[src/rtl/mips_pkg.sv]
// Types and widths shared by the MIPS datapath blocks.
package mips_pkg;

  localparam int unsigned INSTR_W = 32;
  localparam int unsigned PC_W    = 32;

  typedef enum logic [1:0] {
    FETCH_IDLE,
    FETCH_RUN,
    FETCH_DONE
  } fetch_state_e;

endpackage

[src/rtl/fetch_sequencer.sv]
// Instruction-fetch controller: owns the word-indexed PC, registers the fetched word
// and hands it to decode over valid/ready, with redirect, stall and end-of-program handling.
module fetch_sequencer
  import mips_pkg::*;
#(
  parameter int unsigned     DEPTH    = 32,
  parameter logic [PC_W-1:0] RESET_PC = '0
) (
  input  logic               clk,
  input  logic               rst_n,
  input  logic               start,
  output logic [PC_W-1:0]    imem_addr,
  input  logic [INSTR_W-1:0] imem_rdata,
  input  logic               redirect_valid,
  input  logic [PC_W-1:0]    redirect_pc,
  output logic               out_valid,
  input  logic               out_ready,
  output logic [INSTR_W-1:0] out_instr,
  output logic [PC_W-1:0]    out_pc,
  output logic               done,
  output logic [31:0]        issued_count
);

  localparam logic [PC_W-1:0] PC_LIMIT = PC_W'(DEPTH);

  fetch_state_e       r_state;
  logic [PC_W-1:0]    r_pc;
  logic               r_out_valid;
  logic [INSTR_W-1:0] r_out_instr;
  logic [PC_W-1:0]    r_out_pc;
  logic               r_done;
  logic [31:0]        r_issued_count;

  logic w_accept;
  logic w_pc_in_range;
  logic w_fetch_en;
  logic w_end;

  assign w_accept      = r_out_valid && out_ready;
  assign w_pc_in_range = r_pc < PC_LIMIT;
  assign w_fetch_en    = (!r_out_valid || out_ready) && w_pc_in_range;
  // Program is finished once the PC has left memory and nothing is left in the output slot.
  assign w_end         = !w_pc_in_range && (!r_out_valid || w_accept);

  always_ff @(posedge clk) begin
    if (!rst_n) begin
      r_state        <= FETCH_IDLE;
      r_pc           <= RESET_PC;
      r_out_valid    <= 1'b0;
      r_out_instr    <= '0;
      r_out_pc       <= '0;
      r_done         <= 1'b0;
      r_issued_count <= '0;
    end else begin
      unique case (r_state)
        FETCH_IDLE: begin
          if (start) begin
            r_state        <= FETCH_RUN;
            r_pc           <= RESET_PC;
            r_issued_count <= '0;
          end
        end
        FETCH_RUN: begin
          // An accept in the redirect cycle still counts; only the not-yet-taken word is lost.
          if (w_accept) begin
            r_issued_count <= r_issued_count + 32'd1;
          end
          if (redirect_valid) begin
            r_pc        <= redirect_pc;
            r_out_valid <= 1'b0;
          end else if (w_end) begin
            r_state     <= FETCH_DONE;
            r_done      <= 1'b1;
            r_out_valid <= 1'b0;
          end else if (w_fetch_en) begin
            r_out_instr <= imem_rdata;
            r_out_pc    <= r_pc;
            r_out_valid <= 1'b1;
            r_pc        <= r_pc + 32'd1;
          end else if (out_ready) begin
            r_out_valid <= 1'b0;
          end
        end
        FETCH_DONE: begin
          if (start) begin
            r_state        <= FETCH_RUN;
            r_pc           <= RESET_PC;
            r_issued_count <= '0;
            r_done         <= 1'b0;
          end
        end
        default: begin
          r_state <= FETCH_IDLE;
        end
      endcase
    end
  end

  assign imem_addr    = r_pc;
  assign out_valid    = r_out_valid;
  assign out_instr    = r_out_instr;
  assign out_pc       = r_out_pc;
  assign done         = r_done;
  assign issued_count = r_issued_count;

  a_done_no_valid: assert property (@(posedge clk) disable iff (!rst_n) r_done |-> !r_out_valid);

endmodule
[config.mk]
export PLATFORM = sky130hd
export DESIGN_NAME = fetch_sequencer
export DESIGN_NICKNAME = d
export VERILOG_FILES = /design/src/rtl/mips_pkg.sv /design/src/rtl/fetch_sequencer.sv
export SDC_FILE = /design/constraint.sdc
export NUM_CORES = 1
export LEC_CHECK = 0
export CAP_MARGIN = 40
export CORE_MARGIN = 8
export CORE_UTILIZATION = 35
export DETAILED_ROUTE_END_ITERATION = 8
export GPL_ROUTABILITY_DRIVEN = 0
export PLACE_DENSITY = 0.65
export REMOVE_ABC_BUFFERS = 1
export SETUP_SLACK_MARGIN = 0.05
export SLEW_MARGIN = 20
export SYNTH_ARGS = -nofsm -noshare
export SYNTH_HDL_FRONTEND = slang
export SYNTH_SLANG_ARGS = --single-unit
[constraint.sdc]
create_clock -name clk -period 3.2 [get_ports clk]
set_input_delay 0.64 -clock clk [delete_from_list [all_inputs] [get_ports clk]]
set_output_delay 0.64 -clock clk [all_outputs]
set_load 0.05 [all_outputs]
==> results of run 1 <==
-- power by group --
group | total (mW) | internal [mW] | switching, mW
Sequential | 1.74 | 1.69 | 0.0518
Clock | 1.97 | 1.19 | 0.780
Combinational | 0.637 | 0.246 | 0.391
Total | 4.35 | 3.13 | 1.22
-- final cells by class --
type                    count  share of cell area
multi-input cells         467               0.318
flip-flops and latches    132               0.318
repair buffers            217               0.255
clock buffers              18              0.0528
well taps                 216              0.0325
clock inverters            14              0.0199
inverters                   7             0.00316
diodes                      2            0.000602
-- through the flow --
stage | cells | setup slack [ns] | area (sq um) | hold slack, ns
6_report | 1073 | 0.580 | 8320 | 0.452
3_3_place_gp | 1038 | 0.316 | 7700 | 0.441
2_1_floorplan | 606 | 0.512 | 5310 | 0.582
3_5_place_dp | 1038 | 0.300 | 7700 | 0.448
5_1_grt | 1072 | 0.473 | 8320 | 0.466
4_1_cts | 1070 | 0.597 | 8310 | 0.456
-- state kept, by name (all words and copies together), names as in the netlist --
name and flops:
imem_addr 32, out_pc 32, r_state 2, out_instr 32
out_valid 1, done 1, issued_count 32
-- worst max-delay path, cell delays in order (launching register included) --
cell     delay [ns]
dfxtp_1        0.35
nor4_1         0.34
and4_1         0.28
nand4_2        0.24
or4_2          0.64
buf_4          0.34
and3_1         0.29
-- layer usage --
layer	vias up	wire length (um)	track usage
li1	2643	-	-
met1	2440	7540	0.212
met2	169	7920	0.270
met3	20	1700	0.0709
met4	0	304	0.0695
met5	-	0	0
-- final timing paths --
kind	from	endpoint	slack, ns	depth (start not counted)
worst max-delay path	imem_addr[28]	out_pc[14]	0.58	6
worst max register to register	imem_addr[28]	out_pc[14]	0.58	6
worst min-delay path	out_instr[18]	out_instr[18]	0.45	2
worst min register to register	out_instr[18]	out_instr[18]	0.45	2
-- cells in the final DEF, fill, tap and decap left out, types with 13 or more instances in the layout --
master and count:
a21oi_1 59, nor2_1 60, xnor2_1 16, nand4_1 13, clkdlybuf4s50_1 198, and3_1 33
dfxtp_1 132, a22oi_1 16, buf_4 19, nand3_1 24, xor2_1 20, o21ai_0 14
nand2_1 124, clkbuf_16 17
-- cells by family after synthesis --
kind of cell / Yosys count / synth area share
AOI/OAI and AO/OA: 115 / 0.135
xor gates and xnor gates: 36 / 0.0573
adders and majority gates: 2 / 0.00455
buffers and inverters: 49 / 0.0396
DFF: 132 / 0.480
muxes: 2 / 0.00386
and+or+nand+nor: 312 / 0.280
==> flow_summary.ini, run 1 <==
[synth]
netlist_instances = 648
synth-main-ff-cell = dfxtp_1
yosysWarningCount = 0
yosysSeqAreaShare = 0.480
synth_top_cell_area_share = 0.480
synth_edf_count = 0
synth_area_leaders = dfxtp_1, nand2_1, a21oi_1, nor2_1, and3_1
syn_area_per_cell_sq_um = 8.49
synth.distinct_cells = 59
synth_seq_cells = 132
synth_area_leader_cell = dfxtp_1
synthArstFlopShare = 0
yosysMostFrequentCell = dfxtp_1
synth_commonest_cells = dfxtp_1, nand2_1, nor2_1, a21oi_1, and3_1
syn-cell-area_sq_um = 5500

[layout]
nets = 913
seq_area_sq_um = 2640
fillerInstances = 1506
multi_input_area_sq_um = 2650
area_growth_pct = 51.1
layout-drive-gt1-share = 0.0807
final_util = 0.531

[grt]
grt-ovfl-total = 0
grt_pass1_vias = 5096
grt_pass1_wl_mm = 27.8
grt_max_degree = 65
antenna_found_initial = 1
grt_usage = 0.175

[worst_hold_path]
hp-class = reg -> reg

[floorplanning]
die_h_um = 141
dieArea_sq_um = 20000
coreArea_sq_um = 15700
ios = 199
initial_core_util = 0.352
num_rows = 46
fp.dieW_um = 141

[route]
firstDrtPassIters = 4
drc = 0
vias = 5272
drt-initial-drc-count = 350
wl_per_cell_um = 16.3
ant_nets = 0
viasPerCell = 4.91
wl_mm = 17.5

[clock_tree]
path_clk_slew_ns = 0.06
clkSinkCount = 132
clkLatencyLatePin_ns = 0.42
hold_buffers = 0
cts_buffer_depth = 2
cts_max_level = 4
post_cts_resize_count = 0
postCtsSetupBuffers = 0
tritoncts = yes
cts_buffers = 17
cts_root_buf = clkbuf_16

[sta]
setup_viol = 0
rsz0062_at_grt = false
tightest_slew_ns = 0.645
fmax_ghz = 0.382
fin_skew_ns = 0.00800
period_minus_slack_ns = 2.62
max_slew_margin = 0.570
final_max_slew_viol_count = 0
fin_crit_sh = 0.819
timing.setup.tns_ns = 0
hold_viol_final = 0

[setup_path]
worst_setup_path_start_kind = flip-flop
path_max_fanout = 64
critPathKind = reg -> reg
worstPathArrival_ns = 2.93
required_ns = 3.51
end_kind = flip-flop

[placed_design]
dp.final_hpwl_mm = 12.4
portBuffers = 198

[power]
p_total_mw = 4.35
power.density_nw_per_um2 = 523
ir_drop_mv = 0.322
power.leakage_nw = 2.94

[run_status]
status = finished clean

[run]
cap_violations = 0
Note: power is estimated with default switching activity, not from simulation.
==> run 2: changes to the inputs <==
- PLACE_DENSITY: 0.65 -> 0.68
- clock period: 3.2 -> 2.4 ns (I/O delays scaled with it)
==> run 2 against run 1 <==
  * First-iteration DRC count is 25% lower
  * Utilization rose by 1.6 points
  * Sequential power increased by 33%
  * Clock-buffer cell count increased by 1
  * Sequential share of layout area fell by 0.95 points
==> flow_summary.ini, run 2 (synthesis gave the netlist of run 1 again) <==
[placed_design]
place_area_sq_um = 7970
portBuffers = 198
pre_cts_ws_ns = -0.0960
dp.final_hpwl_mm = 12.7

[layout]
area_growth_pct = 55.8
nets = 940
final_common_cell = clkdlybuf4s50_1
diodes = 0
layout-drive-gt1-share = 0.109
layout.cells.most_common_list = clkdlybuf4s50_1, dfxtp_1, nand2_1
final_cell_area_sq_um = 8570

[grt]
grt_max_degree = 66
grt_pass1_wl_mm = 28.3
grt_pass1_vias = 5372
grt_usage = 0.177
grt-ovfl-total = 0
antenna_found_initial = 0

[run]
cap_violations = 0

[run_status]
status = finished clean

[clock_tree]
cts_buffers = 17
clkLatencyLatePin_ns = 0.41
cts_max_level = 4
post_cts_resize_count = 0
tritoncts = yes
postCtsSetupBuffers = 0
cts_buffer_depth = 2
clkSinkCount = 132
path_clk_slew_ns = 0.06
cts_root_buf = clkbuf_16
hold_buffers = 0

[route]
vias = 5410
viasPerCell = 4.93
ant_nets = 0
drt-initial-drc-count = 261
wl_mm = 17.7
wl_per_cell_um = 16.1
drc = 0
firstDrtPassIters = 4

[floorplanning]
initial_core_util = 0.352
ios = 199
dieArea_sq_um = 20000
die_h_um = 141
num_rows = 46
fp.dieW_um = 141
coreArea_sq_um = 15700

[sta]
setup_viol = 0
layout_setup_ws_ns = 0.156
timing.setup.tns_ns = 0
holdWs_ns = 0.452
fin_skew_ns = 0.00875
final_max_slew_viol_count = 0
tightest_slew_ns = 0.575
fmax_ghz = 0.446
max_slew_margin = 0.613
period_minus_slack_ns = 2.24
fin_crit_sh = 0.935
hold_viol_final = 0
rsz0062_at_grt = false

[setup_path]
critPathKind = reg -> reg
path_max_fanout = 65
end_kind = flip-flop
worstPathArrival_ns = 2.55
required_ns = 2.71
worst_setup_path_start_kind = flip-flop

[power]
ir_drop_mv = 0.409
power.leakage_nw = 3.10
power.density_nw_per_um2 = 684
p_total_mw = 5.86

[worst_hold_path]
hp-class = reg -> reg
## run 2: cell count changes in the layout (fill, tap and decap cells not counted)
| cell | change |
|---|---|
| buf_4 | +22 |
| buf_12 | +5 |
| clkinv_2 | +2 |
| diode_2 | -2 |
| inv_6 | -2 |
| clkbuf_8 | +1 |
| inv_8 | -1 |
## run 2: cell type report
type,instances,area [sq um]
clock buffer,19,453
multi-input combinational,467,2650
clock inverter,13,146
inverter,7,26.3
timing repair buffer,244,2390
sequential,132,2640
tap,216,270
fill,1475,7080
## run 2: per-stage QoR
| step | cells | utilization |
|---|---|---|
| CTS | 1098 | 0.548 |
| global placement | 1066 | 0.509 |
| detailed placement | 1066 | 0.509 |
| floorplan | 606 | - |
| finish | 1098 | 0.548 |
| global route | 1098 | 0.548 |
## run 2: report_power, final
group	internal, mW	switching, mW	total [mW]
combinational	0.383	0.551	0.934
sequential	2.25	0.0547	2.31
clock	1.60	1.02	2.62
## run 2: worst paths after layout
check | endpoint | cells past startpoint | startpoint | slack [ns]
worst max-delay path | out_pc[5] | 5 | imem_addr[7] | 0.16
worst max register to register | out_pc[5] | 5 | imem_addr[7] | 0.16
worst min register to register | out_instr[26] | 2 | out_instr[26] | 0.45
worst min-delay path | out_instr[26] | 2 | out_instr[26] | 0.45
## run 2: layer usage
| metal | track usage | share of wire | vias to the layer above |
|---|---|---|---|
| met4 | 0.0814 | 0.028 | 0 |
| li1 | - | - | 2695 |
| met5 | 0 | 0 | - |
| met1 | 0.206 | 0.43 | 2500 |
| met2 | 0.280 | 0.45 | 183 |
| met3 | 0.0706 | 0.093 | 32 |
## run 2: worst max-delay path: stages, from the launching register on
cell and delay [ns]:
dfxtp_1 0.31, nor4_1 0.54, nand4_2 0.20, or4_2 0.60, buf_12 0.21, and3_1 0.23
